$ cat src/rtl/game_sequencer.sv
// game_sequencer
//   Run-time controller for the T-Rex game. It holds the IDLE/RUN/DEAD game
//   state, ramps the horizontal scroll speed and schedules obstacle spawns
//   through a req/ack handshake. All game-time actions advance on frame_tick.
//
// Ports
//   clk, rst_n   : system clock, asynchronous active-low reset
//   frame_tick   : one-cycle strobe per video frame
//   jump         : debounced jump level (rising edge is the command)
//   collide      : dino/obstacle overlap, may be high in any cycle
//   spawn_ack    : obstacle delegate accepted the pending spawn
//   game_state   : 00 IDLE, 01 RUN, 10 DEAD
//   dx           : current scroll speed in px/frame
//   run_en       : high only while in RUN
//   spawn_req    : spawn request, held until acknowledged
//   spawn_type   : obstacle type, stable while spawn_req is high
//
// Configuration
//   TREX_BIRD_EN : when defined, lfsr value 3 yields a bird (type 3) once
//                  dx >= DX_INIT+2; otherwise value 3 is always remapped to 0.

module game_sequencer #(
  parameter int unsigned DX_INIT      = 5,
  parameter int unsigned DX_MAX       = 12,
  parameter int unsigned SPEED_FRAMES = 600,
  parameter int unsigned MIN_GAP      = 40,
  parameter int unsigned GAP_MASK     = 63,
  parameter int unsigned DEAD_HOLD    = 30
) (
  input  logic       clk,
  input  logic       rst_n,
  input  logic       frame_tick,
  input  logic       jump,
  input  logic       collide,
  input  logic       spawn_ack,
  output logic [1:0] game_state,
  output logic [3:0] dx,
  output logic       run_en,
  output logic       spawn_req,
  output logic [1:0] spawn_type
);

  localparam int unsigned SPD_W  = (SPEED_FRAMES > 1) ? $clog2(SPEED_FRAMES) : 1;
  localparam int unsigned GAP_W  = $clog2(MIN_GAP + GAP_MASK + 1);
  localparam int unsigned HOLD_W = $clog2(DEAD_HOLD + 1);

  typedef enum logic [1:0] {
    ST_IDLE = 2'b00,
    ST_RUN  = 2'b01,
    ST_DEAD = 2'b10
  } state_e;

  state_e            state_q, state_d;
  logic [3:0]        dx_q, dx_d;
  logic              run_en_q, run_en_d;
  logic              spawn_req_q, spawn_req_d;
  logic [1:0]        spawn_type_q, spawn_type_d;
  logic [15:0]       lfsr_q, lfsr_d;
  logic [SPD_W-1:0]  spd_q, spd_d;
  logic [GAP_W-1:0]  gap_q, gap_d;
  logic [HOLD_W-1:0] hold_q, hold_d;
  logic              hit_q, hit_d;
  logic              jump_prev_q, jump_prev_d;

  logic              jump_edge;
  logic              lfsr_fb;
  logic              hit_now;
  logic [1:0]        type_mapped;
  logic [GAP_W-1:0]  gap_dec;
  logic [GAP_W-1:0]  gap_reload;

  assign jump_edge  = jump & ~jump_prev_q;
  assign lfsr_fb    = lfsr_q[15] ^ lfsr_q[13] ^ lfsr_q[12] ^ lfsr_q[10];
  assign hit_now    = hit_q | collide;
  assign gap_dec    = (gap_q == '0) ? '0 : gap_q - GAP_W'(1);
  assign gap_reload = GAP_W'(MIN_GAP) + (lfsr_q[GAP_W-1:0] & GAP_W'(GAP_MASK));

  always_comb begin
    type_mapped = lfsr_q[1:0];
    if (lfsr_q[1:0] == 2'd3) begin
`ifdef TREX_BIRD_EN
      if (dx_q < 4'(DX_INIT + 2)) type_mapped = 2'd0;
`else
      type_mapped = 2'd0;
`endif
    end
  end

  always_comb begin
    state_d      = state_q;
    dx_d         = dx_q;
    spawn_req_d  = spawn_req_q;
    spawn_type_d = spawn_type_q;
    lfsr_d       = lfsr_q;
    spd_d        = spd_q;
    gap_d        = gap_q;
    hold_d       = hold_q;
    hit_d        = hit_q;
    jump_prev_d  = jump;

    if (frame_tick) lfsr_d = {lfsr_q[14:0], lfsr_fb};

    unique case (state_q)
      ST_IDLE: begin
        if (jump_edge) begin
          state_d = ST_RUN;
          dx_d    = 4'(DX_INIT);
          spd_d   = '0;
          gap_d   = GAP_W'(MIN_GAP);
          hit_d   = 1'b0;
        end
      end

      ST_RUN: begin
        if (spawn_req_q && spawn_ack) spawn_req_d = 1'b0;

        if (frame_tick) begin
          if (hit_now) begin
            // Death takes priority over any spawn or speed step on this tick.
            state_d     = ST_DEAD;
            hit_d       = 1'b0;
            hold_d      = '0;
            spawn_req_d = 1'b0;
          end else begin
            if (spd_q == SPD_W'(SPEED_FRAMES - 1)) begin
              spd_d = '0;
              if (dx_q < 4'(DX_MAX)) dx_d = dx_q + 4'd1;
            end else begin
              spd_d = spd_q + SPD_W'(1);
            end

            // The gap keeps counting while a request is outstanding and parks
            // at zero, so the next spawn issues on the first tick after ack.
            if (!spawn_req_q && gap_dec == '0) begin
              spawn_req_d  = 1'b1;
              spawn_type_d = type_mapped;
              gap_d        = gap_reload;
            end else begin
              gap_d = gap_dec;
            end
          end
        end else begin
          hit_d = hit_now;
        end
      end

      ST_DEAD: begin
        if (frame_tick && hold_q < HOLD_W'(DEAD_HOLD)) hold_d = hold_q + HOLD_W'(1);
        if (jump_edge && hold_q == HOLD_W'(DEAD_HOLD)) state_d = ST_IDLE;
      end

      default: state_d = ST_IDLE;
    endcase

    run_en_d = (state_d == ST_RUN);
  end

  always_ff @(posedge clk or negedge rst_n) begin
    if (!rst_n) begin
      state_q      <= ST_IDLE;
      dx_q         <= 4'(DX_INIT);
      run_en_q     <= 1'b0;
      spawn_req_q  <= 1'b0;
      spawn_type_q <= '0;
      lfsr_q       <= 16'hACE1;
      spd_q        <= '0;
      gap_q        <= '0;
      hold_q       <= '0;
      hit_q        <= 1'b0;
      jump_prev_q  <= 1'b0;
    end else begin
      state_q      <= state_d;
      dx_q         <= dx_d;
      run_en_q     <= run_en_d;
      spawn_req_q  <= spawn_req_d;
      spawn_type_q <= spawn_type_d;
      lfsr_q       <= lfsr_d;
      spd_q        <= spd_d;
      gap_q        <= gap_d;
      hold_q       <= hold_d;
      hit_q        <= hit_d;
      jump_prev_q  <= jump_prev_d;
    end
  end

  assign game_state = state_q;
  assign dx         = dx_q;
  assign run_en     = run_en_q;
  assign spawn_req  = spawn_req_q;
  assign spawn_type = spawn_type_q;

endmodule
$ cat config.mk
export PLATFORM = sky130hd
export DESIGN_NAME = game_sequencer
export DESIGN_NICKNAME = d
export VERILOG_FILES = /design/src/rtl/game_sequencer.sv
export SDC_FILE = /design/constraint.sdc
export NUM_CORES = 1
export LEC_CHECK = 0
export CAP_MARGIN = 20
export CORE_MARGIN = 2
export CORE_UTILIZATION = 55
export CTS_CLUSTER_DIAMETER = 200
export DETAILED_ROUTE_END_ITERATION = 10
export HOLD_SLACK_MARGIN = 0.03
export PLACE_DENSITY = 0.75
export SLEW_MARGIN = 20
export SYNTH_ARGS = -nofsm -noshare
export SYNTH_HDL_FRONTEND = slang
export SYNTH_SLANG_ARGS = --single-unit
$ cat constraint.sdc
create_clock -name clk -period 6.1 [get_ports clk]
set_clock_uncertainty 0.2 [all_clocks]
set_input_delay 0.61 -clock clk [delete_from_list [all_inputs] [get_ports clk]]
set_output_delay 0.61 -clock clk [all_outputs]
set_load 0.005 [all_outputs]
==> results.md <==
- Result of the run: complete, no violations
- Mean routed wirelength per cell: 15.0 µm
- Max-cap check violation count: 0
- CTS sink cnt: 50
- Share of synthesized area occupied by flip-flops and latches: 49.1%
- Maximum buffer depth of the clock tree: 2
- Peak VDD IR: 0.251 mV
- Post-route DRC: 0
- Post_cts resized: 0
- Routed vias/inst: 5.97
- Area overhead of the layout relative to synthesis: 11.9%
- Multi-input logic area: 1260 µm²
- Tcrit/Tclk final: 52.8%
- Type of the setup path with the least slack: in -> reg
- Fillers: 360
- Number of enable flip-flop cells after synthesis: 0
- Area fraction in compound gates after synthesis: 12.3%
- Class of the tightest hold or removal check: in -> async
- Simple-gate share of the synthesized area: 19.4%
- CP Max Fanout: 24
- Flip-flop and latch count after synthesis: 50
- Maximum achievable frequency: 0.311 GHz
- Overall via count from detail_route: 1862
- Endpoint kind of the worst setup timing path: flop
- Die Footprint: 5250 µm²
- Cell count after synthesis: 242
- WP data required: 6.09 ns
- Synthesized-area fraction occupied by adder cells: 3.40%
- Headroom to the max-slew limit: 39.5%
- Post-synthesis xor/xnor area fraction: 5.10%
- Startpoint kind of the worst setup timing path: primary input
- Total global-route track usage: 19.6%
- CTS clock-pin slew for the worst setup and hold paths: 0.09 ns
- Share of synthesized registers carrying an async set or reset: 100%
- Arrival time of the worst setup path: 3.20 ns
- RD Place Congestion: 0.854
- Yosys Warn Count: 0
- Dominant synthesized flop cell: dfrtp_1
- First-pass GRT wire length: 8050 µm
- Launch instance of the worst register-to-register path: gap_q[0]
- Latest clock arrival within the worst-skew pair: 0.30 ns
- Port buffer count: 15
- Initial standard-cell utilization of the core: 57.9%
- Library cell used as clock root buffer: clkbuf_8
- Final Hold Vio Count: 0
- Die width: 72.4 µm
- Pin count of the biggest net entering global routing: 51
- Routed Antenna Nets: 0
- Die Y: 72.4 µm
- Number of clock buffers inserted by TritonCTS: 5
- Areal power density over the cells: 406 nW/µm²
- Worst stage delay on the critical path: 1.06 ns
- Proportion of layout cells with a drive suffix above 1: 20.8%
- Setup TNS: 0 ns
- Half-perimeter wire length of the detailed placement result: 3410 µm
- Initial antenna violation count: 0
- Mean instance size in the synthesized netlist: 10.6 µm²
- Dominant combinational cell family by area after synthesis: simple AND/OR/NAND/NOR gates
- Vias in the first global route: 1758
- Number of max-slew violations in the final report: 0
- RSZ-0062 raised after global routing: no
- DR pass1 iterations: 4
- Cell variety after synth: 48
- Net count of the finished layout: 272
- Cell with the biggest individual delay on the critical path: clkdlybuf4s50_1
- Cell Chain, Critical Path: clkdlybuf4s50_1 > and3_1 > o21ai_0 > nor4_4 > mux2_4
- Count of standard-cell rows: 24
- TritonCTS clock tree: yes
- Diodes inserted: 0
- Cell area after synthesis: 2570 µm²
- Nets in the synthesized netlist: 255
- Slew of the pin with the lowest slew margin: 0.905 ns
- I/O Pins: 16
- Setup Fix Bufs, Post-CTS: 0
- WL final: 4690 µm
- Detailed router's first-iteration violation count: 175
- Critical path origin: frame_tick
- Minimum clock period after layout: 3.22 ns
- Number of hold-repair buffers added at the cts stage: 0
- Storage element area: 1260 µm²
- Number of H-tree levels: 2
- Final setup violating endpoints: 0
- Std-Cell Core Area: 4440 µm²
- Global-route congestion overflow total: 0
- WHS: 0.0971 ns
- Leakage power: 1.19 nW
- Multiplexer share of the synthesized area: 8.55%
==> logic make-up (layout without fill, tap and decap cells) <==
group	Yosys count	after routing
xor+xnor	15	15
fa+ha+maj	7	7
buf+inv	14	32
mux	19	19
simple gates	89	89
flops	50	50
compound gates	48	48
==> worst paths after layout <==
check	endpoint	slack, ns	depth (start not counted)
max in group asynchronous	gap_q[6]	5.17	1
hold / removal	spd_q[3]	0.1	1
min in group clk	spd_q[9]	0.30	1
setup / recovery	spawn_type[0]	2.88	5
hold reg to reg	spd_q[9]	0.30	1
setup reg to reg	spawn_type[0]	3.20	7
==> worst max-delay path: cells and delay by family <==
family                 cells  cell delay, ns
buffers and inverters      1            1.06
AND/OR/NAND/NOR            2            0.89
multiplexers               1            0.34
AO/OA/AOI/OAI              1            0.29
==> cell usage in the layout, fill, tap and decap left out, types with 2 or more instances in the layout <==
master,count
a21o_2,5
a21oi_1,7
mux2_4,2
nor3_1,4
xnor2_1,8
nand4b_1,2
o2bb2ai_1,2
a31o_2,2
inv_1,9
nand2b_1,4
and3_1,4
o41ai_1,2
or3_2,2
nor2_1,21
nand3_1,10
or3b_2,2
nand4_1,7
mux2_2,16
nor4b_1,3
clkdlybuf4s50_1,14
nor2b_1,6
a31oi_1,2
nand2_1,16
dfstp_2,10
clkbuf_8,5
xor2_1,7
ha_1,7
dfrtp_1,40
o21ai_0,19
==> sequential cells by signal (all words and copies together), names as in the netlist <==
name and cells:
lfsr_q 16, spd_q 10, gap_q 7, hold_q 5
dx 4, game_state 2, spawn_type 2, hit_q 1
jump_prev_q 1, run_en 1, spawn_req 1
==> synthesized netlist by cell type (2+ instances only) <==
cell type	number	area share, %
or3_2	2	0.58
mux2_4	2	1.2
nor2_1	21	3.1
o21ai_0	19	3.7
nor2b_1	6	1.5
xor2_1	7	2.4
a31o_2	2	0.68
clkbuf_1	2	0.29
nor4b_1	3	1.0
or3b_2	2	0.68
and3_1	4	0.97
mux2_2	16	7.0
nand3_1	10	1.9
dfstp_2	10	10
a21oi_1	7	1.4
o41ai_1	2	0.68
o2bb2ai_1	2	0.68
a31oi_1	2	0.49
inv_1	9	1.3
nand2b_1	4	0.97
nand4b_1	2	0.68
ha_1	7	3.4
buf_1	2	0.29
nand4_1	7	1.7
dfrtp_1	40	39
xnor2_1	8	2.7
nand2_1	16	2.3
a21o_2	5	1.7
nor3_1	4	0.78
==> layer usage <==
metal	wire length, µm	track usage, %	up-vias
li1	-	-	907
met1	2280	27.8	905
met2	2190	31.3	44
met3	185	4.17	6
met4	44	4.32	0
met5	0	0	-
==> final cells by class <==
type	instances	area share (%)
Sequential cell	50	43.9
Multi-Input combinational cell	178	43.7
Timing Repair Buffer	15	5.13
Clock buffer	5	2.39
Tap cell	52	2.26
Clock inverter	3	1.52
Inverter	9	1.17
==> stage by stage <==
stage	cells	utilization (%)	power [mW]	worst slack (ns)	area, µm²
global placement	304	62.2	0.930	2.62	2770
global route	312	64.8	1.25	2.73	2880
detailed placement	304	62.2	0.945	2.60	2770
floorplan	242	-	0.816	3.40	2570
CTS	312	64.8	1.18	2.91	2880
finish	312	64.8	1.17	2.88	2880
==> power by group <==
group / internal [mW] / switching, mW
combinational: 0.199 / 0.186
clock: 0.123 / 0.107
sequential: 0.452 / 0.100
Power figures use the tool's default switching activity.
